--- config.mk ---
export PLATFORM = sky130hd
export DESIGN_NAME = seven_seg_scan
export DESIGN_NICKNAME = d
export VERILOG_FILES = /design/src/rtl/seg7_pkg.sv /design/src/rtl/seven_seg_decoder.sv /design/src/rtl/seven_seg_scan.sv
export SDC_FILE = /design/constraint.sdc
export NUM_CORES = 1
export LEC_CHECK = 0
export ABC_CLOCK_PERIOD_IN_PS = 4550
export CAP_MARGIN = 20
export CORE_UTILIZATION = 35
export CTS_CLUSTER_SIZE = 8
export DETAILED_ROUTE_END_ITERATION = 10
export PLACE_DENSITY_LB_ADDON = 0.08
export RECOVER_POWER = 50
export SYNTH_ARGS = -nofsm -noshare
export SYNTH_HDL_FRONTEND = slang
export SYNTH_SLANG_ARGS = --single-unit
--- constraint.sdc ---
create_clock -name clk -period 4.55 [get_ports clk]
set_input_delay 0.6825 -clock clk [delete_from_list [all_inputs] [get_ports clk]]
set_output_delay 0.6825 -clock clk [all_outputs]
set_load 0.01 [all_outputs]
--- src/rtl/seg7_pkg.sv ---
// Shared definitions for the seven-segment display path.
// Holds active-low segment patterns ({g,f,e,d,c,b,a}), the all-dark anode
// value, and the 2-bit digit index type used by the scanner.
package seg7_pkg;

  typedef logic [1:0] digit_idx_t;

  localparam logic [6:0] SEG_0    = 7'b1000000;
  localparam logic [6:0] SEG_1    = 7'b1111001;
  localparam logic [6:0] SEG_2    = 7'b0100100;
  localparam logic [6:0] SEG_3    = 7'b0110000;
  localparam logic [6:0] SEG_4    = 7'b0011001;
  localparam logic [6:0] SEG_5    = 7'b0010010;
  localparam logic [6:0] SEG_6    = 7'b0000010;
  localparam logic [6:0] SEG_7    = 7'b1111000;
  localparam logic [6:0] SEG_8    = 7'b0000000;
  localparam logic [6:0] SEG_9    = 7'b0010000;
  localparam logic [6:0] SEG_DASH = 7'b0111111;
  localparam logic [6:0] SEG_OFF  = 7'b1111111;
  localparam logic [3:0] AN_OFF   = 4'b1111;

endpackage

--- src/rtl/seven_seg_decoder.sv ---
// Combinational BCD nibble to seven-segment decoder.
// Ports:
//   nibble  in  4  BCD digit; values 10..15 render as a dash
//   pattern out 7  active-low segments, pattern[0]=a .. pattern[6]=g
module seven_seg_decoder
  import seg7_pkg::*;
(
  input  logic [3:0] nibble,
  output logic [6:0] pattern
);

  always_comb begin
    pattern = SEG_DASH;
    unique case (nibble)
      4'd0:    pattern = SEG_0;
      4'd1:    pattern = SEG_1;
      4'd2:    pattern = SEG_2;
      4'd3:    pattern = SEG_3;
      4'd4:    pattern = SEG_4;
      4'd5:    pattern = SEG_5;
      4'd6:    pattern = SEG_6;
      4'd7:    pattern = SEG_7;
      4'd8:    pattern = SEG_8;
      4'd9:    pattern = SEG_9;
      default: pattern = SEG_DASH;
    endcase
  end

endmodule

--- src/rtl/seven_seg_scan.sv ---
// Four-digit multiplexed common-anode seven-segment driver fed by a packed
// BCD bus. The bus is only displayed once it has held still long enough for
// the upstream converter to have finished, so partial results never show.
// Ports:
//   clk         in   1   system clock
//   reset       in   1   synchronous active-high reset
//   bcd_in      in   16  packed BCD, [3:0] units .. [15:12] thousands
//   blank_lz    in   1   1 = blank leading zero digits
//   dp_mask     in   4   bit i lights the decimal point of digit i
//   display_en  in   1   0 = all digits dark, scanning keeps running
//   an          out  4   anode selects, active low, an[0] = units
//   seg         out  7   segments, active low, seg[0]=a .. seg[6]=g
//   dp          out  1   decimal point, active low
//   stable      out  1   1 = filter saturated and input unchanged
module seven_seg_scan
  import seg7_pkg::*;
#(
  parameter int REFRESH_DIV   = 50000,
  parameter int STABLE_CYCLES = 16
) (
  input  logic        clk,
  input  logic        reset,
  input  logic [15:0] bcd_in,
  input  logic        blank_lz,
  input  logic [3:0]  dp_mask,
  input  logic        display_en,
  output logic [3:0]  an,
  output logic [6:0]  seg,
  output logic        dp,
  output logic        stable
);

  localparam int DIV_W = (REFRESH_DIV > 1) ? $clog2(REFRESH_DIV) : 1;
  localparam int CNT_W = (STABLE_CYCLES > 1) ? $clog2(STABLE_CYCLES) : 1;
  localparam logic [DIV_W-1:0] DIV_LAST = DIV_W'(REFRESH_DIV - 1);
  localparam logic [CNT_W-1:0] CNT_LAST = CNT_W'(STABLE_CYCLES - 1);

  logic [15:0]      shown;
  logic [15:0]      prev;
  logic [CNT_W-1:0] stab_cnt;
  logic [DIV_W-1:0] div;
  digit_idx_t       digit_sel;

  logic             in_same;
  logic             saturated;
  logic [3:0]       cur_nibble;
  logic [6:0]       cur_pattern;
  logic [3:0]       lz_blank;
  logic             slot_dark;

  assign in_same   = (bcd_in == prev);
  assign saturated = (stab_cnt == CNT_LAST);

  // Stability filter: shown only follows bcd_in after STABLE_CYCLES quiet edges
  always_ff @(posedge clk) begin
    if (reset) begin
      prev     <= '0;
      stab_cnt <= '0;
      shown    <= '0;
      stable   <= 1'b0;
    end else begin
      prev   <= bcd_in;
      stable <= in_same && saturated;
      if (!in_same) begin
        stab_cnt <= '0;
      end else if (!saturated) begin
        stab_cnt <= stab_cnt + 1'b1;
      end else begin
        shown <= bcd_in;
      end
    end
  end

  // Scan divider: one digit slot every REFRESH_DIV clocks
  always_ff @(posedge clk) begin
    if (reset) begin
      div       <= '0;
      digit_sel <= '0;
    end else if (div == DIV_LAST) begin
      div       <= '0;
      digit_sel <= digit_sel + 2'd1;
    end else begin
      div <= div + 1'b1;
    end
  end

  assign cur_nibble = shown[digit_sel*4 +: 4];

  seven_seg_decoder u_dec (
    .nibble  (cur_nibble),
    .pattern (cur_pattern)
  );

  // A digit is a leading zero when it and everything above it is zero;
  // the units digit always stays lit.
  assign lz_blank[0] = 1'b0;
  assign lz_blank[1] = (shown[15:4]  == 12'd0);
  assign lz_blank[2] = (shown[15:8]  == 8'd0);
  assign lz_blank[3] = (shown[15:12] == 4'd0);

  // First clock of every slot stays dark so the old digit's segments
  // never flash on the new anode.
  assign slot_dark = !display_en || (div == '0) ||
                     (blank_lz && lz_blank[digit_sel]);

  // Output register stage
  always_ff @(posedge clk) begin
    if (reset) begin
      an  <= AN_OFF;
      seg <= SEG_OFF;
      dp  <= 1'b1;
    end else if (slot_dark) begin
      an  <= AN_OFF;
      seg <= SEG_OFF;
      dp  <= 1'b1;
    end else begin
      an  <= ~(4'b0001 << digit_sel);
      seg <= cur_pattern;
      dp  <= ~dp_mask[digit_sel];
    end
  end

endmodule

==> Implementation_results.wiki <==
{| class="wikitable"
! Metric !! Value
|-
| Leakage || 1.33 nW
|-
| Antenna diode count || 0
|-
| Post-CTS setup buffer count || 0
|-
| Die width || 93.3 um
|-
| Footprint of the multi-input gates || 1460 um2
|-
| Number of nets with antenna violations after detailed routing || 0
|-
| Maximum net fanout on the critical path || 38
|-
| Worst min-delay path startpoint || div[0]
|-
| Clock root buffer master || clkbuf_8
|-
| Pin count of the biggest net entering global routing || 39
|-
| Critical path data arrival time || 3060 ps
|-
| Final-layout fill cell count || approximately 760
|-
| Setup repair after global routing missed its margin || false
|-
| Netlist area before placement || 2920 um2
|-
| Net count after synthesis || 326
|-
| Remaining routing DRC violations || 0
|-
| Final period util || 63.3%
|-
| Most numerous cell types in the synthesized netlist || 67 x dfxtp_1, 33 x nor2_1, 33 x nor2b_1
|-
| Starting density of the core || 37.0%
|-
| Max-slew headroom at the worst pin || -8.63%
|-
| Top flip-flop cell by instance count after synthesis || dfxtp_1
|-
| Outcome || complete, but fails checks
|-
| CP Launch Type || input pin
|-
| Routed via count divided by cell count || 4.60
|-
| Number of clock sinks || 67
|-
| Buffers added on ports || 36
|-
| Count of state elements after synthesis || 67
|-
| Top cells by area, synth || dfxtp_1 46%, xnor2_1 7.5%, nor2b_1 7.1%
|-
| Req. time, crit path || 4730 ps
|-
| Total gr overflow || 0
|-
| Distinct cell type count of the synthesized netlist || 33
|-
| Number of failing setup endpoints in the final timing report || 0
|-
| Share of cells above drive strength 1 || 12.0%
|-
| # Max-Cap Violations || 1
|-
| Final Wtd Congestion || 0.727
|-
| Cells on Worst Hold Path || 1
|-
| Total track usage || approximately 14%
|-
| Type of element capturing the critical path || flip-flop
|-
| First-pass GRT wire length || 9.26 mm
|-
| Final Cell Area || 3560 um2
|-
| Sequential share of the synthesized area || 46.0%
|-
| Violations in the final reports || capacitance limit, slew limit
|-
| Number of cells on the worst reg-to-reg path || 5
|-
| Final setup TNS || 0 ps
|-
| Peak VDD IR || 0.176 mV
|-
| Worst-case clock skew || 9.17 ps
|-
| H-tree levels || 3
|-
| Proportion of synthesized flip-flops having asynchronous set or reset || 0%
|-
| Initial antenna violation count || 0
|-
| Proportion of netlist area held by the largest area contributor || 46.0%
|-
| Total area of sequential cells || 1340 um2
|-
| Net count of the finished layout || around 360
|-
| RR Startpoint || prev[14]
|-
| HPWL after detailed placement || 3.87 mm
|-
| Placed cell areas || 3350 um2
|-
| Number of max-slew violations in the final report || 39
|-
| Routed len/inst || 12.4 um
|-
| Routed vias || ~2k
|-
| First DRT Iteration DRCs || 50
|-
| Via count of the first global-routing pass || approximately 2k
|-
| First-pass detailed-route iteration total || 4
|-
| Critical path start-end classification || input pin to flip-flop
|-
| Max Clk Rate || 347 MHz
|-
| Synthesis-to-finish area growth || 22.1%
|-
| Most instantiated library cell after synthesis || dfxtp_1
|-
| Total power per unit cell area || 347 nW/um2
|-
| Num CTS Buffers || 9
|-
| Clock-pin slew of the registers on the worst-case setup and hold paths || 70 ps
|-
| Number of hold buffers added after CTS || 0
|-
| Number of I/O pins || 37
|-
| End point of the most critical hold path || div[0]
|-
| Clock latency on the worst-skew pair || 340 ps
|-
| Synth Warn # || 0
|-
| Syn Area/Cell || about 10 um2
|-
| Synth Instances || 290
|-
| Most area-hungry cell type in the Yosys netlist || dfxtp_1
|-
| Vertical die dimension || 93.3 um
|-
| Setup slack, reg-to-reg || 2500 ps
|-
| Row count || 32
|-
| Total die area || 8700 um2
|-
| Buffer levels on the longest clock path || 2
|-
| Tmin final || approximately 2900 ps
|-
| Post-cts gate resize count || 0
|-
| End of the worst register-to-register path || shown[11]
|-
| Number of enable-type register cells in the synthesized netlist || 0
|-
| Actual slew at the worst max-slew pin || 1630 ps
|-
| Area of the placeable core || 7890 um2
|-
| TritonCTS clock tree || built
|-
| Final Hold Violating Endpoints || 0
|-
| Worst hold path class || flip-flop to flip-flop
|-
| Final WL || around 5.4 mm
|-
| Layout Utilization || 45.1%
|}
kinds of logic after synthesis:
logic type	Yosys count	share of synthesized area, %
flip-flops	67	46.0
buffers and inverters	21	3.86
XOR/XNOR	32	9.61
multiplexers	23	11.0
AO/OA/AOI/OAI	13	2.36
adder cells (fa/ha/maj)	12	5.15
AND/OR/NAND/NOR	122	22.0
routing by layer:
| layer | track usage, % | up-vias | share of wire, % |
|---|---|---|---|
| li1 | - | 1038 | - |
| met1 | 17.8 | 915 | 50 |
| met2 | 21.8 | 38 | 44 |
| met3 | 4.88 | 8 | 3.7 |
| met4 | 5.38 | 0 | 1.8 |
| met5 | 0 | - | 0 |
sequential cells by signal, indices dropped and copies added, names as in the netlist:
| register | cells |
|---|---|
| dp | 1 |
| div | 16 |
| shown | 16 |
| an | 4 |
| seg | 7 |
| digit_sel | 2 |
| stable | 1 |
| prev | 16 |
| stab_cnt | 4 |
critical path: stages:
cell,delay [ps]
dlygate4sd3_1,530
clkbuf_1,630
nor4b_2,1030
o21ai_0,180
worst max path at each step:
stage | end | slack (ps) | start | depth (start not counted)
after floorplan | shown[11] | 2570 | bcd_in[14] | 7
after global placement | shown[14] | 1610 | bcd_in[2] | 6
after detailed placement | shown[14] | 1620 | bcd_in[2] | 6
after CTS | shown[11] | 1970 | bcd_in[2] | 6
after global routing | seg[1] | 1330 | reset | 4
final | seg[2] | 1670 | reset | 4
through the flow:
step	total power [mW]	instances	setup slack [ps]	hold slack (ps)
4_1_cts	1.26	435	1970	486
5_1_grt	1.30	435	1330	503
3_3_place_gp	0.699	419	1610	464
2_1_floorplan	0.660	290	2570	441
3_5_place_dp	0.699	419	1620	470
6_report	1.24	435	1670	480
where the power goes:
group / internal [mW] / switching (mW) / leakage (nW)
Combinational: 0.0432 / 0.0312 / 0.674
Sequential: 0.600 / 0.00665 / 0.546
Clock: 0.323 / 0.230 / 0.108
placed cells by master (no fill, tap or decap), types with 2 or more instances in the layout:
cell type | synthesis | layout
clkinvlp_4 | 0 | 2
mux2i_1 | 2 | 2
xnor2_1 | 25 | 25
a21oi_1 | 4 | 4
ha_1 | 12 | 12
o21ai_0 | 6 | 6
clkdlybuf4s50_1 | 0 | 29
dfxtp_1 | 67 | 67
nand3_1 | 14 | 14
dlygate4sd3_1 | 0 | 7
nand4_1 | 7 | 7
nor2b_1 | 33 | 33
nor4_1 | 6 | 6
bufinv_16 | 0 | 2
inv_1 | 11 | 11
mux2_2 | 14 | 14
nand2b_1 | 2 | 3
clkbuf_8 | 0 | 10
mux4_2 | 5 | 5
xor2_1 | 7 | 7
and3_1 | 2 | 2
nor3_1 | 2 | 2
nor2_1 | 33 | 33
mux2_4 | 2 | 2
nand2_1 | 16 | 16
final cells by class:
cell class / instances / area share [%]
clock buffers: 10 / 3.87
clock inverters: 6 / 2.49
inverters: 11 / 1.16
multi-input cells: 202 / 41.0
flip-flops and latches: 67 / 37.7
well taps: 102 / 3.58
repair buffers: 37 / 10.2
Note: power is estimated with default switching activity, not from simulation.
==> edit, RTL diff (same flow settings) <==
Put one more register stage on the output `seg`. The value now appears one clock later. The other outputs are not delayed to match.
--- a/src/rtl/seven_seg_scan.sv
+++ b/src/rtl/seven_seg_scan.sv
@@ -35,4 +35,6 @@
   localparam logic [DIV_W-1:0] DIV_LAST = DIV_W'(REFRESH_DIV - 1);
   localparam logic [CNT_W-1:0] CNT_LAST = CNT_W'(STABLE_CYCLES - 1);
+
+  logic [6:0] seg_s0;
 
   logic [15:0]      shown;
@@ -108,17 +110,21 @@
     if (reset) begin
       an  <= AN_OFF;
-      seg <= SEG_OFF;
+      seg_s0 <= SEG_OFF;
       dp  <= 1'b1;
     end else if (slot_dark) begin
       an  <= AN_OFF;
-      seg <= SEG_OFF;
+      seg_s0 <= SEG_OFF;
       dp  <= 1'b1;
     end else begin
       an  <= ~(4'b0001 << digit_sel);
-      seg <= cur_pattern;
+      seg_s0 <= cur_pattern;
       dp  <= ~dp_mask[digit_sel];
     end
   end
 
+  always_ff @(posedge clk) begin
+    seg <= seg_s0;
+  end
+
 endmodule
 
Formal check against the unedited RTL: not equivalent (Yosys sat finds a counterexample within 4 cycles, from zero or initial values and one cycle with reset high).
==> edit against the original RTL <==
  * The run still ends with capacitance limit, slew limit left
  * Synthesized cell count grew 3.4%
  * Critical path depth is the same
  * Wire length increased by 2.1%
  * Final area rose by 4.3%
  * Power increased by 1.4%
  * Sequential cell count up 7
  * Area after synthesis up 6.4%
  * Setup slack got worse by 0.15 ns
  * Critical path type unchanged
  * Largest power group unchanged
  * Highest routed layer unchanged
==> edit: results (changes against the original RTL) <==
[worst_setup_path]
cp_data_arrival_time_ns = 3.24  ; was 3.06 ns
crit_slowest_cell = clkbuf_1  ; was nor4b_2
slowest_delay_ns = 1.14  ; was 1.03 ns

[pwr]
cellLeakagePower_nw = 1.39  ; was 1.33 nW
p_clk_frac = 0.403  ; was 0.448
power_density_mw_per_mm2 = 337  ; was 347 mW/mm2
peakVddDrop_mv = 0.157  ; was 0.176 mV
power.switching_mw = 0.290  ; was 0.268 mW
power.internal_mw = 0.963  ; was 0.967 mW

[place]
dp_hpwl_um = 3840  ; was 3870 um
placed_cells = 430  ; was 419
dp_slack_ns = 1.51  ; was 1.62 ns
placed_area_mm2 = 0.00352  ; was 0.00335 mm2
gp_congestion = 0.744  ; was 0.727

[logic_synthesis]
synthMuxAreaShare = 0.113  ; was 0.110
synth_fa_ha_area_frac = 0.0484  ; was 0.0515
ys_top_cells_by_count = 74 x dfxtp_1, 32 x nor2b_1, 31 x nor2_1  ; was 67 x dfxtp_1, 33 x nor2_1, 33 x nor2b_1
synthXorXnorAreaFrac = 0.0904  ; was 0.0961
synth_cell_types = 35  ; was 33
yosys_register_bits = 74  ; was 67
syn_avg_cell_area_um2 = 10.3  ; was 10.1 um2
synthTopCellsByArea = dfxtp_1 48%, xnor2_1 6.8%, nor2b_1 6.5%  ; was dfxtp_1 46%, xnor2_1 7.5%, nor2b_1 7.1%
ys_seq_area_frac = 0.478  ; was 0.460
synth-compound-area-share = 0.0226  ; was 0.0236
synth.net_count = 336  ; was 326
synth_top_family_by_area = simple AND/OR/NAND/NOR gates  ; unchanged

[worst_hold_path]
min_path_type = reg2reg  ; unchanged

[route]
vias = 2040  ; was 1999
vias_per_cell = 4.57  ; was 4.60
drt_wl_total_um = 5510  ; was 5390 um
drt_iter0_markers = 62  ; was 50

[outcome]
violations = capacitance limit, slew limit  ; unchanged
outcome = finished, violations left  ; unchanged

[layout]
multi_input_area_share = 0.404  ; was 0.410
non_clock_buffer_count = 37  ; unchanged
layout.nonclk_buf_frac = 0.0980  ; was 0.102
clock_area_frac = 0.0522  ; was 0.0636
n_all_inverters = 12  ; was 11
area.sequential_mm2 = 0.00148  ; was 0.00134 mm2
drive_gt1_frac = 0.114  ; was 0.120
diodes = 0  ; unchanged
nets = 372  ; was 364
fillers = 850  ; was 763

[run]
max_cap_viol_count = 1  ; unchanged

[sta]
maxSlewViolCount = 39  ; unchanged
finClkSkew_ns = 0.00804  ; was 0.00917 ns
tightest_slew_ns = 1.58  ; was 1.63 ns

[global_route]
grt_pass1_wl_um = 9490  ; was 9260 um
grt_use_total = 0.138  ; was 0.140

[clock_network]
cts_resized = 0  ; unchanged
cts_buffer_depth = 2  ; unchanged

[floorplanning]
fp.coreArea_mm2 = 0.00838  ; was 0.00789 mm2

[edit: changes by cell type in the layout (fill, tap and decap cells not counted), sizes merged, moves of 2 or more]
cell | before | now
nor2 | 33 | 31
clkdlybuf4s50 | 29 | 22
dlygate4sd3 | 7 | 14
inv | 11 | 13
nor3 | 2 | 4
and3 | 2 | 4
dfxtp | 67 | 74
nand2b | 3 | 1
nand4 | 7 | 9
[edit: worst paths after layout]
check            start         to  slack (ns)  depth (start not counted)
min          seg_s0[4]     seg[4]        0.33                          0
max reg2reg   prev[10]  shown[10]        2.42                          5
max              reset     div[6]        1.52                          4
min reg2reg  seg_s0[4]     seg[4]        0.33                          0
[edit: routing by layer]
layer  global-route usage  wire length [um]
met1                0.190              2900
met2                0.191              2250
met3               0.0355               239
met4               0.0784               106
met5                    0                 0
[edit: critical path: cells and delay by family]
kind                   cells  cell delay (ns)
buffers and inverters      2             1.67
AND/OR/NAND/NOR            2             0.88
